`config.mk`:
```
export PLATFORM = sky130hd
export DESIGN_NAME = addition_multiply
export DESIGN_NICKNAME = d
export VERILOG_FILES = /design/src/rtl/addition_multiply.sv
export SDC_FILE = /design/constraint.sdc
export NUM_CORES = 1
export LEC_CHECK = 0
export ABC_AREA = 1
export BUFFER_PORTS_ARGS = -buffer_cell sky130_fd_sc_hd__buf_4
export CELL_PAD_IN_SITES_DETAIL_PLACEMENT = 1
export CELL_PAD_IN_SITES_GLOBAL_PLACEMENT = 1
export CORE_MARGIN = 2
export CORE_UTILIZATION = 45
export DETAILED_ROUTE_END_ITERATION = 8
export PLACE_DENSITY = 0.89
export SYNTH_ARGS = -nofsm -noshare
export SYNTH_HDL_FRONTEND = slang
export SYNTH_SLANG_ARGS = --single-unit
```
`constraint.sdc`:
```
create_clock -name clk -period 16.6 [get_ports clk]
set_input_delay 4.98 -clock clk [delete_from_list [all_inputs] [get_ports clk]]
set_output_delay 4.98 -clock clk [all_outputs]
set_load 0.03 [all_outputs]
```
`src/rtl/addition_multiply.sv`:
```
// Independent signed add/sub unit (1-cycle latency) and iterative
// shift-add signed multiplier (WIDTH+1 cycle latency), sharing clk/nRST.
//
// Ports:
//   clk, nRST (async, active-high)
//   add_in1, add_in2, sub, add_start -> add_out, add_finish, add_ovf
//   mul_in1, mul_in2, mul_start      -> mul_out, mul_finish, mul_ovf
module addition_multiply #(
    parameter int WIDTH = 16
) (
    input  logic             clk,
    input  logic             nRST,
    input  logic [WIDTH-1:0] add_in1,
    input  logic [WIDTH-1:0] add_in2,
    input  logic             sub,
    input  logic             add_start,
    output logic [WIDTH-1:0] add_out,
    output logic             add_finish,
    output logic             add_ovf,
    input  logic [WIDTH-1:0] mul_in1,
    input  logic [WIDTH-1:0] mul_in2,
    input  logic             mul_start,
    output logic [WIDTH-1:0] mul_out,
    output logic             mul_finish,
    output logic             mul_ovf
);

    localparam int CW = $clog2(WIDTH + 1);

    typedef enum logic [1:0] {
        IDLE,
        BUSY,
        DONE
    } state_t;

    // ---------------- adder ----------------
    logic [WIDTH-1:0] a_q;
    logic [WIDTH-1:0] b_q;
    logic             sub_q;
    logic             add_pend;
    logic [WIDTH-1:0] b_eff;
    logic [WIDTH-1:0] sum;
    logic             sum_ovf;

    // Subtraction is A + ~B + 1; the +1 rides in as the carry-in.
    always_comb begin
        b_eff   = sub_q ? ~b_q : b_q;
        sum     = a_q + b_eff + {{(WIDTH-1){1'b0}}, sub_q};
        sum_ovf = (a_q[WIDTH-1] == b_eff[WIDTH-1]) &&
                  (sum[WIDTH-1] != a_q[WIDTH-1]);
    end

    always_ff @(posedge clk or posedge nRST) begin
        if (nRST) begin
            a_q        <= '0;
            b_q        <= '0;
            sub_q      <= 1'b0;
            add_pend   <= 1'b0;
            add_out    <= '0;
            add_ovf    <= 1'b0;
            add_finish <= 1'b0;
        end else begin
            add_pend   <= add_start;
            add_finish <= add_pend;
            if (add_start) begin
                a_q   <= add_in1;
                b_q   <= add_in2;
                sub_q <= sub;
            end
            if (add_pend) begin
                add_out <= sum;
                add_ovf <= sum_ovf;
            end
        end
    end

    // ---------------- multiplier ----------------
    state_t             state;
    logic [2*WIDTH-1:0] mcand;
    logic [WIDTH-1:0]   mplier;
    logic [2*WIDTH-1:0] acc;
    logic [CW-1:0]      cnt;
    logic               last;
    logic [WIDTH:0]     hi;
    logic               prod_ovf;

    // The multiplier's MSB carries weight -2^(WIDTH-1), so the final
    // partial product is subtracted instead of added.
    always_comb begin
        last     = (cnt == CW'(WIDTH - 1));
        hi       = acc[2*WIDTH-1:WIDTH-1];
        prod_ovf = !((&hi) || !(|hi));
    end

    always_ff @(posedge clk or posedge nRST) begin
        if (nRST) begin
            state      <= IDLE;
            mcand      <= '0;
            mplier     <= '0;
            acc        <= '0;
            cnt        <= '0;
            mul_out    <= '0;
            mul_ovf    <= 1'b0;
            mul_finish <= 1'b0;
        end else begin
            unique case (state)
                IDLE: begin
                    mul_finish <= 1'b0;
                    if (mul_start) begin
                        mcand  <= {{WIDTH{mul_in1[WIDTH-1]}}, mul_in1};
                        mplier <= mul_in2;
                        acc    <= '0;
                        cnt    <= '0;
                        state  <= BUSY;
                    end
                end
                BUSY: begin
                    if (cnt == CW'(WIDTH)) begin
                        // Extra cycle: publish the finished product.
                        mul_out    <= acc[WIDTH-1:0];
                        mul_ovf    <= prod_ovf;
                        mul_finish <= 1'b1;
                        state      <= DONE;
                    end else begin
                        if (mplier[0]) begin
                            acc <= last ? acc - mcand : acc + mcand;
                        end
                        mcand  <= mcand << 1;
                        mplier <= mplier >> 1;
                        cnt    <= cnt + CW'(1);
                    end
                end
                DONE: begin
                    mul_finish <= 1'b0;
                    state      <= IDLE;
                end
                default: begin
                    mul_finish <= 1'b0;
                    state      <= IDLE;
                end
            endcase
        end
    end

endmodule

```
==> key figures, run 1 <==
Floorplanning
  • Placement Rows: 55
  • Core Footprint: 22700 sq um
  • Die extent in y: approximately 160 um
  • Ports: 105
  • Die ar.: 24500 sq um
  • Initial cell density of the core: 0.460
  • Die width: between 150 and 200 um

Placement
  • Port buffer count: around 100
  • Post-detail-place hpwl: about 24000 um
  • Gp weighted congestion: 0.943

Clock network
  • Post_cts resized: 0
  • CTS tree: yes
  • Maximum clock path buffer count: 2
  • CTS Buf Count: 17
  • Post-CTS Hold Buffers: 0
  • CTS Sinks: ~160
  • Skew-Pair Late Insertion Delay: around 0.45 ns
  • # Post-CTS Setup Buffers: 0
  • Clock root buffer: clkbuf_16
  • CTS H-tree lvls: 4
  • Clock transition at the registers of the reported paths: ~0.070 ns

Critical path
  • Reg2Reg Depth: 18
  • Crit. End Element: flop
  • Required @ worst endpoint: 16.91 ns
  • WP data arrival: 6.89 ns
  • Critical path class: input pin to flop
  • Crit path launch type: input pin
  • CP max FO: 18

Routing
  • 1st-pass router iterations: 5
  • Post-route antenna net violation count: 0
  • Drt drc: 0
  • Drt wl/cell: 18.5 um
  • 1st-iter DRT viols: 591
  • Drt via density: 5.52
  • Vias post-DR: a little over 10000
  • Routed wire length: about 34000 um

Timing
  • Slew HR: 0.370
  • Final worst path period share: 0.396
  • Maximum clock rate: around 150 MHz
  • Post-route setup TNS: 0 ns
  • Hold Vio Cnt, Final: 0
  • Setup-failing EPs final: 0
  • Slew @ Worst Pin: between 0.9 and 1 ns
  • RSZ-0062 raised after global routing: false
  • Crit path time final: ~6.6 ns
  • Max-slew violations: 0
  • Clock skew: 0.0157 ns

Yosys
  • Ys Warns: 0
  • #FFs+latches synth: 157
  • Syn_nets: 1573
  • Seq/Total Area, Yosys: 0.376
  • Post-Syn Area: 10500 sq um
  • Post-Synthesis Cells: 1453
  • Syn_area_per_cell: roughly 7 sq um
  • Yosys cell types: 44

Final layout
  • Most common cell after layout, fill and taps aside: nand2_1
  • P&R area growth vs syn: 15.1%
  • Antenna Cells: 0
  • Fin nets: between 1500 and 2000
  • Most frequent cells in the layout: nand2_1, inv_1, dfrtp_1
  • Share of cells above drive strength 1: 0.120

Global route
  • Remaining Overflow, GRT: 0
  • Initial antenna violation count: 0
  • First-pass GRT wire length: 54900 um
  • Vias in the first global route: around 11000
  • GR Util All Layers: 0.287
  • Largest net degree at the start of global routing: 100

Outcome
  • Status: completed

Hold path
  • WHS Path Cells: 2
  • Hold Crit Class: flop to flop

Pwr
  • P per Cell Area: 233 nW/um^2
  • Pleak: 6.41 nW
  • VDD IR max: 0.104 mV
  • Final Power: between 2 and 3 mW

Job
  • Max-cap violations: 0
==> synthesized netlist by cell type, drive strengths merged <==
| cell type | count | share of area |
|---|---|---|
| a21boi | 1 | 0.00072 |
| a21o | 4 | 0.0029 |
| a21oi | 40 | 0.020 |
| a31oi | 6 | 0.0036 |
| and2 | 1 | 0.00060 |
| and3 | 3 | 0.0018 |
| buf | 16 | 0.0084 |
| clkbuf | 22 | 0.0079 |
| dfrtp | 157 | 0.38 |
| fa | 2 | 0.0038 |
| ha | 49 | 0.059 |
| inv | 214 | 0.077 |
| mux2 | 29 | 0.031 |
| nand2 | 462 | 0.17 |
| nand3 | 69 | 0.033 |
| nand3b | 8 | 0.0057 |
| nand4 | 17 | 0.010 |
| nor2 | 111 | 0.042 |
| nor3 | 13 | 0.0067 |
| nor3b | 1 | 0.00072 |
| nor4 | 7 | 0.0042 |
| o211ai | 30 | 0.022 |
| o21a | 1 | 0.00072 |
| o21ai | 115 | 0.055 |
| o21bai | 5 | 0.0036 |
| o22ai | 16 | 0.013 |
| o31ai | 2 | 0.0014 |
| or2 | 3 | 0.0018 |
| xnor2 | 6 | 0.0050 |
| xor2 | 43 | 0.036 |
==> worst paths after layout <==
kind	start	endpoint	slack, ns
setup / recovery	mul_start	acc[20]	10.02
max in group asynchronous	nRST	mcand[1]	10.49
hold / removal	mul_ovf	mul_ovf	0.49
min in group asynchronous	nRST	mcand[25]	4.76
hold reg to reg	mul_ovf	mul_ovf	0.49
setup reg to reg	cnt[0]	acc[24]	12.29
==> critical path, cell delays in order <==
cell and delay, ns:
buf_4 0.08, nand3_1 0.09, inv_1 0.22, nor2_4 0.10
a21oi_4 0.61, inv_1 0.53, nand2_1 0.17, o21ai_0 0.11
==> routing by layer <==
| layer | routed length (um) | GRT usage |
|---|---|---|
| met1 | 14200 | 0.341 |
| met2 | 17300 | 0.516 |
| met3 | 1320 | 0.0390 |
| met4 | 1290 | 0.129 |
| met5 | 0 | 0 |
==> state kept, by name (all words and copies together) (netlist names) <==
register and count:
mul_ovf 1, mul_out 16, cnt 5, state 2
mplier 16, add_finish 1, acc 32, add_pend 1
add_ovf 1, b_q 16, a_q 16, add_out 16
mul_finish 1, sub_q 1, mcand 32
==> report_power, final <==
| part | switching, mW | internal (mW) |
|---|---|---|
| combinational | 1.18 | 0.561 |
| sequential | 0.122 | 0.534 |
| clock | 0.184 | 0.226 |
| total | 1.48 | 1.32 |
==> cell type report <==
cell class | instances | area [sq um]
Tap cell | 285 | 357
Clock buffer | 19 | 433
Fill cell | 2935 | 10700
Inverter | 214 | 811
Clock inverter | 13 | 153
Multi-Input combinational cell | 1044 | 5550
Sequential cell | 157 | 3930
Timing Repair Buffer | 107 | 803
==> cell families after synthesis <==
group,synth area share
simple gates,0.273
buf+inv,0.0934
compound gates,0.123
flops,0.376
fa+ha+maj,0.0625
xor+xnor,0.0411
mux,0.0312
==> per-stage QoR <==
stage / setup slack (ns) / utilization / cell area (sq um) / hold slack, ns / cells
finish: 10.02 / 0.530 / 12000 / 0.487 / 1839
global route: 9.90 / 0.530 / 12000 / 0.511 / 1839
CTS: 10.05 / 0.530 / 12000 / 0.491 / 1839
detailed placement: 9.68 / 0.504 / 11400 / 0.474 / 1807
global placement: 9.79 / 0.504 / 11400 / 0.458 / 1807
floorplan: 7.39 / - / 10500 / 0.444 / 1453
(Power assumes the default switching activity.)
==> run 2: changes to the inputs <==
--- a/config.mk
+++ b/config.mk
@@ -5,14 +5,14 @@
 export SDC_FILE = /design/constraint.sdc
 export NUM_CORES = 1
 export LEC_CHECK = 0
-export ABC_AREA = 1
+export ABC_AREA = 0
 export BUFFER_PORTS_ARGS = -buffer_cell sky130_fd_sc_hd__buf_4
 export CELL_PAD_IN_SITES_DETAIL_PLACEMENT = 1
 export CELL_PAD_IN_SITES_GLOBAL_PLACEMENT = 1
 export CORE_MARGIN = 2
 export CORE_UTILIZATION = 45
 export DETAILED_ROUTE_END_ITERATION = 8
-export PLACE_DENSITY = 0.89
+export PLACE_DENSITY = 0.86
 export SYNTH_ARGS = -nofsm -noshare
 export SYNTH_HDL_FRONTEND = slang
 export SYNTH_SLANG_ARGS = --single-unit
==> constraint.sdc (replaced) <==
create_clock -name clk -period 6.5 [get_ports clk]
set_input_delay 1.95 -clock clk [delete_from_list [all_inputs] [get_ports clk]]
set_output_delay 1.95 -clock clk [all_outputs]
set_load 0.03 [all_outputs]
==> run 2 against run 1 <==
Final area decreased by 7.8%. Sequential share of layout area increased by 2.8 points. Core utilization increased by 1.3 points. Count of clock-buffer cells in the layout decreased by 1. Clock skew decreased by 0.0059 ns. Synthesized area decreased by 9.7%. Total power increased by 130%. Synthesized cell count decreased by 30%. Via count decreased by 22%. Wire length decreased by 23%. Register-to-register slack got worse by 10 ns. Largest power group unchanged.
==> key figures, run 2 <==
Critical path
  • WP data arrival: 4.71 ns
  • RR Endpoint: acc[21]
  • Worst R2R Start: cnt[0]
  • Delay of the slowest critical-path stage: 0.86 ns
  • Critical path class: flop to flop
  • Crit path cell chain: ha_1 > and3_1 > ha_1 > mux2_2 > inv_1 > ha_1 > nor2b_1 > o31a_1 > o211ai_2 > a211oi_1 > or4_1 > a31oi_1 > xnor2_1 > a22o_1
  • Reg2Reg Depth: 14
  • Crit path launch type: flop
  • Worst path slowest cell: ha_1
  • Most frequent CP cell: ha_1
  • Required @ worst endpoint: 6.82 ns
  • Crit. End Element: flop
  • CP max FO: 31
  • R2r setup slk: 2.12 ns

Yosys
  • #FFs+latches synth: 157
  • Most numerous cell in the Yosys netlist: nand2_1
  • Ys Warns: 0
  • Main flop type after synthesis: dfrtp_1
  • Post-Synthesis Cells: 1017
  • Syn_area_per_cell: 9.28 sq um
  • Syn_nets: 1137
  • Yosys cell types: 70
  • Post-synth top area share: 0.416
  • Post-synthesis simple-gate area fraction: 0.173
  • Largest family of logic cells by synthesized area: simple AND/OR/NAND/NOR gates
  • Seq/Total Area, Yosys: 0.416
  • Mux cell area share after synthesis: 0.0594
  • Post-Syn Area: 9440 sq um
  • Synth area leaders: dfrtp_1, ha_1, nand2_1
  • Xor/xnor share of the synthesized area: 0.0787
  • Yosys top cell by area: dfrtp_1
  • Top cells by count, synth: nand2_1, dfrtp_1, nor2_1
  • Number of enable flip-flop cells after synthesis: 0
  • Adder-Cell Fraction of Synth Area: 0.0692
  • FFs w/ async S/R, synth: 1.00
  • Synth Area in Compound Gates: 0.173

Hold path
  • WHS Endpoint: mul_out[15]
  • Hold Crit Start: mul_out[15]
  • WHS Path Cells: 2
  • Hold Crit Class: flop to flop

Timing
  • Slew @ Worst Pin: 1.07 ns
  • Hold slack: roughly 0.48 ns
  • Max-slew violations: 0
  • Crit path time final: 4.38 ns
  • Slew HR: 0.286
  • Setup-failing EPs final: 0
  • Final worst path period share: 0.674
  • Maximum clock rate: 228 MHz
  • Hold Vio Cnt, Final: 0
  • Clock skew: 0.00981 ns
  • Fin worst setup slack: 2.12 ns
  • Post-route setup TNS: 0 ns
  • RSZ-0062 raised after global routing: false

Global route
  • Initial antenna violation count: 0
  • Remaining Overflow, GRT: 0
  • First-pass GRT wire length: 43600 um
  • Largest net degree at the start of global routing: 70
  • GR Util All Layers: 0.247
  • Vias in the first global route: 8444

Clock network
  • Clock transition at the registers of the reported paths: ~0.070 ns
  • CTS tree: yes
  • # Post-CTS Setup Buffers: 0
  • Post-CTS Hold Buffers: 0
  • Post_cts resized: 0
  • CTS Sinks: 157
  • Skew-Pair Late Insertion Delay: 0.44 ns
  • Clock root buffer: clkbuf_16
  • CTS H-tree lvls: 4
  • Maximum clock path buffer count: 2
  • CTS Buf Count: 17

Floorplanning
  • Ports: roughly 110
  • Initial cell density of the core: 0.462
  • Die ar.: 22200 sq um
  • Placement Rows: 52
  • Die extent in y: approximately 150 um
  • Die width: 149 um
  • Core Footprint: 20400 sq um

Pwr
  • P per Cell Area: 584 nW/um^2
  • VDD IR max: 0.230 mV
  • Part of the power in registers: 0.275
  • Gate power share: 0.555
  • Pleak: 5.14 nW
  • Sw Share: 0.456
  • Sw Pwr: 2.96 mW
  • Internal power: 3.52 mW
  • Clock network fraction of total power: 0.170

Job
  • Max-cap violations: 0

Placement
  • Gp weighted congestion: 0.929
  • Port buffer count: approximately 100
  • Post-detail-place hpwl: 18700 um
  • Place WS: 2.14 ns

Routing
  • Drt via density: 5.71
  • Routed wire length: 26100 um
  • Drt wl/cell: 18.9 um
  • 1st-pass router iterations: 4
  • Drt drc: 0
  • Post-route antenna net violation count: 0
  • Vias post-DR: 7891
  • 1st-iter DRT viols: 323

Final layout
  • Share of cells above drive strength 1: 0.195
  • P&R area growth vs syn: 17.5%
  • Antenna Cells: 0
  • Top Registers: acc x32, mcand x32
  • Most frequent cells in the layout: nand2_1, dfrtp_1, buf_4
  • Most common cell after layout, fill and taps aside: nand2_1
  • Fin nets: 1219
  • Final Util: 0.543

Outcome
  • Status: completed
==> run 2: cell types whose count changed after synthesis, sizes merged, moves of 16 or more <==
| cell | change |
|---|---|
| a31oi | +30 |
| o21ai | -73 |
| clkbuf | +20 |
| o211ai | -23 |
| inv | -190 |
| a21o | +16 |
| o22ai | -16 |
| mux2 | +19 |
| a22o | +18 |
| nand2 | -301 |
| a21oi | +22 |
| xnor2 | +43 |
| nor2 | -20 |
| nand3 | -55 |
==> run 2: per-stage QoR <==
stage	power, mW	std cells	instance area, sq um
3_3_place_gp	5.18	1350	10500
2_1_floorplan	4.38	1017	9440
4_1_cts	6.50	1382	11100
6_report	6.48	1382	11100
3_5_place_dp	5.35	1350	10500
5_1_grt	7.00	1382	11100
==> run 2: cell type report <==
cell class / count / area [sq um]
Fill cell: 2345 / 9340
Clock inverter: 14 / 206
Inverter: 24 / 95.1
Timing Repair Buffer: 114 / 856
Clock buffer: 18 / 429
Sequential cell: 157 / 3930
Tap cell: 270 / 338
Multi-Input combinational cell: 785 / 5240
==> run 2: how the worst max path moves through the flow <==
stage | startpoint | cells after the start | to | slack (ns)
after floorplan | nRST | 1 | a_q[0] | 0.32
after global placement | cnt[0] | 14 | acc[21] | 2.19
after detailed placement | cnt[0] | 14 | acc[21] | 2.14
after CTS | cnt[0] | 14 | acc[21] | 2.10
after global routing | cnt[0] | 13 | acc[29] | 1.76
final | cnt[0] | 14 | acc[21] | 2.12
==> run 2: cell families after synthesis <==
| group | count (synthesis) |
|---|---|
| simple gates | 360 |
| xor+xnor | 84 |
| mux | 50 |
| fa+ha+maj | 51 |
| flops | 157 |
| buf+inv | 75 |
| compound gates | 240 |
==> run 2: power groups by stage <==
stage / Sequential [mW] / Combinational (mW) / Clock (mW)
after global placement: 1.75 / 3.42 / 0
after floorplan: 1.84 / 2.55 / 0
after CTS: 1.78 / 3.61 / 1.12
final: 1.78 / 3.60 / 1.10
after detailed placement: 1.78 / 3.56 / 0
after global routing: 1.84 / 4.00 / 1.16
==> run 2: layer usage <==
layer,up-vias,global-route usage,share of wire
li1,3765,-,-
met1,3922,0.322,0.45
met2,171,0.426,0.49
met3,33,0.0404,0.038
met4,0,0.0705,0.018
met5,-,0,0
==> run 2: worst max-delay path, delay by kind of cell, from the launching register on <==
kind,cells,cell delay [ns]
adders and majority gates,3,1.25
AOI/OAI and AO/OA,5,1.19
and+or+nand+nor,3,0.83
muxes,1,0.45
DFF,1,0.39
xor gates and xnor gates,1,0.09
buffers and inverters,1,0.06
==> run 3: changes to the inputs <==
--- a/config.mk
+++ b/config.mk
@@ -5,14 +5,14 @@
 export SDC_FILE = /design/constraint.sdc
 export NUM_CORES = 1
 export LEC_CHECK = 0
-export ABC_AREA = 0
+export ABC_AREA = 1
 export BUFFER_PORTS_ARGS = -buffer_cell sky130_fd_sc_hd__buf_4
 export CELL_PAD_IN_SITES_DETAIL_PLACEMENT = 1
 export CELL_PAD_IN_SITES_GLOBAL_PLACEMENT = 1
 export CORE_MARGIN = 2
-export CORE_UTILIZATION = 45
+export CORE_UTILIZATION = 44
 export DETAILED_ROUTE_END_ITERATION = 8
-export PLACE_DENSITY = 0.86
+export PLACE_DENSITY = 0.87
 export SYNTH_ARGS = -nofsm -noshare
 export SYNTH_HDL_FRONTEND = slang
 export SYNTH_SLANG_ARGS = --single-unit
==> constraint.sdc (replaced) <==
create_clock -name clk -period 4.1 [get_ports clk]
set_input_delay 1.23 -clock clk [delete_from_list [all_inputs] [get_ports clk]]
set_output_delay 1.23 -clock clk [all_outputs]
set_load 0.03 [all_outputs]
==> run 3 against run 2 <==
First-iteration DRC count rose by 88%. Global-route usage up 3.6 points. Cell count grew 36%. Sequential power rose by 49%. Core utilization shrank 2.4 points. Critical path type unchanged. Critical endpoint is now acc[26]. Total power increased by 75%.
==> key figures, run 3 (synthesized netlist as in run 1, its figures left out) <==
Final layout
  • Fin nets: 1667
  • Antenna Cells: 0
  • Share of cells above drive strength 1: 0.124
  • Top Registers: acc x32, mcand x32
  • Sequential cell area: 3930 sq um
  • Most frequent cells in the layout: nand2_1, inv_1, dfrtp_1
  • Area of the multi-input gates: 5550 sq um
  • Most common cell after layout, fill and taps aside: nand2_1
  • Final Non-Filler Cells: 1879
  • Fillers: 3049
  • P&R area growth vs syn: 16.2%

Clock network
  • CTS tree: yes
  • CTS H-tree lvls: 4
  • Clock root buffer: clkbuf_16
  • Post_cts resized: 0
  • Maximum clock path buffer count: 2
  • CTS Buf Count: 17
  • Clock transition at the registers of the reported paths: 0.07 ns
  • Post-CTS Hold Buffers: 0
  • # Post-CTS Setup Buffers: 0
  • CTS Sinks: 157
  • Skew-Pair Late Insertion Delay: 0.44 ns

Outcome
  • Status: completed

Pwr
  • VDD IR max: 0.286 mV
  • Pleak: ~6.5 nW
  • Final Power: approximately 11 mW
  • P per Cell Area: between 900 and 1000 nW/um^2

Global route
  • GR Util All Layers: 0.283
  • First-pass GRT wire length: ~55000 um
  • Remaining Overflow, GRT: 0
  • Initial antenna violation count: 0
  • Largest net degree at the start of global routing: 64
  • Vias in the first global route: ~11000

Critical path
  • Crit path launch type: flop
  • Crit path cell chain: ha_1 > nand2_1 > nor2_1 > ha_1 > inv_1 > buf_4 > o21ai_2 > o21ai_0 > xor2_1 > inv_1 > ha_1 > nand2_1 > nor2_1 > nand2_1 > nor2_1 > nand2_1 > nand3_1 > nand2_1 > nand3_1 > nand2_1
  • Top delay family on crit path: simple AND/OR/NAND/NOR gates
  • Crit. End Element: flop
  • CP max FO: 17
  • Most frequent CP cell: nand2_1
  • Worst path slowest cell: dfrtp_1
  • WP data arrival: 3.77 ns
  • Critical path class: flop to flop
  • Required @ worst endpoint: 4.43 ns
  • Bufs and invs on worst path: 3
  • Delay of the slowest critical-path stage: 0.41 ns

Floorplanning
  • Core Footprint: 23400 sq um
  • Ports: 105
  • Die ar.: around 25000 sq um
  • Die width: 158 um
  • Die extent in y: 158 um
  • Placement Rows: 56
  • Initial cell density of the core: 0.447

Routing
  • Drt drc: 0
  • 1st-pass router iterations: 5
  • Vias post-DR: roughly 10000
  • Post-route antenna net violation count: 0
  • Drt wl/cell: 18.2 um
  • Drt via density: 5.39
  • Routed wire length: 34200 um
  • 1st-iter DRT viols: 607

Timing
  • Max-slew violations: 0
  • Maximum clock rate: 291 MHz
  • RSZ-0062 raised after global routing: false
  • Clock skew: 0.0108 ns
  • Crit path time final: 3.44 ns
  • Slew @ Worst Pin: roughly 1.1 ns
  • Post-route setup TNS: 0 ns
  • Slew HR: 0.297
  • Hold Vio Cnt, Final: 0
  • Final worst path period share: 0.838
  • Setup-failing EPs final: 0

Placement
  • Gp weighted congestion: between 0.9 and 1
  • Port buffer count: approximately 100
  • Post-detail-place hpwl: 25300 um
  • DP Cell Count: 1847

Hold path
  • Hold Crit Class: flop to flop

Job
  • Max-cap violations: 0
-- run 3: cell types whose count changed in the layout (fill, tap and decap cells not counted), moves of 21 or more --
| cell | delta |
|---|---|
| a21oi_1 | -21 |
| inv_1 | +188 |
| xnor2_1 | -42 |
| nand2_1 | +299 |
| nand3_1 | +55 |
| o211ai_1 | +25 |
| o21ai_0 | +72 |
| a31oi_1 | -30 |
-- run 3: path summary, 6_finish.rpt --
path                                  start          end  slack (ns)  cells past startpoint
worst max-delay path                 cnt[0]      acc[26]        0.66                     20
worst min-delay path            mul_out[12]  mul_out[12]        0.49                      2
worst max register to register       cnt[0]      acc[26]        0.66                     20
worst min register to register  mul_out[12]  mul_out[12]        0.49                      2
max in group asynchronous              nRST  add_out[14]        2.28                      3
min in group asynchronous              nRST   mul_finish        1.01                      2
-- run 3: layout make-up --
type                            count  area share
Tap cell                          319      0.0329
Clock buffer                       17      0.0350
Multi-Input combinational cell   1044       0.457
Timing Repair Buffer              113      0.0730
Sequential cell                   157       0.324
Clock inverter                     15      0.0122
Inverter                          214      0.0667
-- run 3: routing by layer --
layer / track usage / vias to the layer above / routed length (um)
li1: - / 4846 / -
met1: 0.332 / 4962 / 14300
met2: 0.518 / 238 / 17400
met3: 0.0413 / 74 / 1290
met4: 0.110 / 0 / 1130
met5: 0 / - / 0
-- run 3: per-stage QoR --
step / area (sq um) / hold slack, ns / setup slack (ns) / utilization
global placement: 11600 / 0.460 / 0.864 / 0.494
global route: 12100 / 0.505 / 0.249 / 0.519
CTS: 12100 / 0.490 / 0.752 / 0.519
detailed placement: 11600 / 0.472 / 0.782 / 0.494
finish: 12100 / 0.486 / 0.664 / 0.519
floorplan: 10500 / 0.444 / 0.883 / -
-- run 3: worst register-to-register path, stage by stage (launching register included) --
cell	delay [ns]
dfrtp_1	0.41
ha_1	0.22
nand2_1	0.07
nor2_1	0.04
ha_1	0.19
inv_1	0.24
buf_4	0.29
o21ai_2	0.12
o21ai_0	0.12
xor2_1	0.19
inv_1	0.08
ha_1	0.40
nand2_1	0.13
nor2_1	0.28
nand2_1	0.14
nor2_1	0.10
nand2_1	0.07
nand3_1	0.08
nand2_1	0.05
nand3_1	0.06
nand2_1	0.05
-- run 3: where the power goes --
group | internal [mW] | total [mW] | switching [mW] | leakage (nW)
Sequential | 2.16 | 2.66 | 0.498 | 1.94
Combinational | 2.29 | 7.09 | 4.80 | 4.24
Clock | 0.858 | 1.61 | 0.750 | 0.285
Total | 5.31 | 11.4 | 6.05 | 6.46
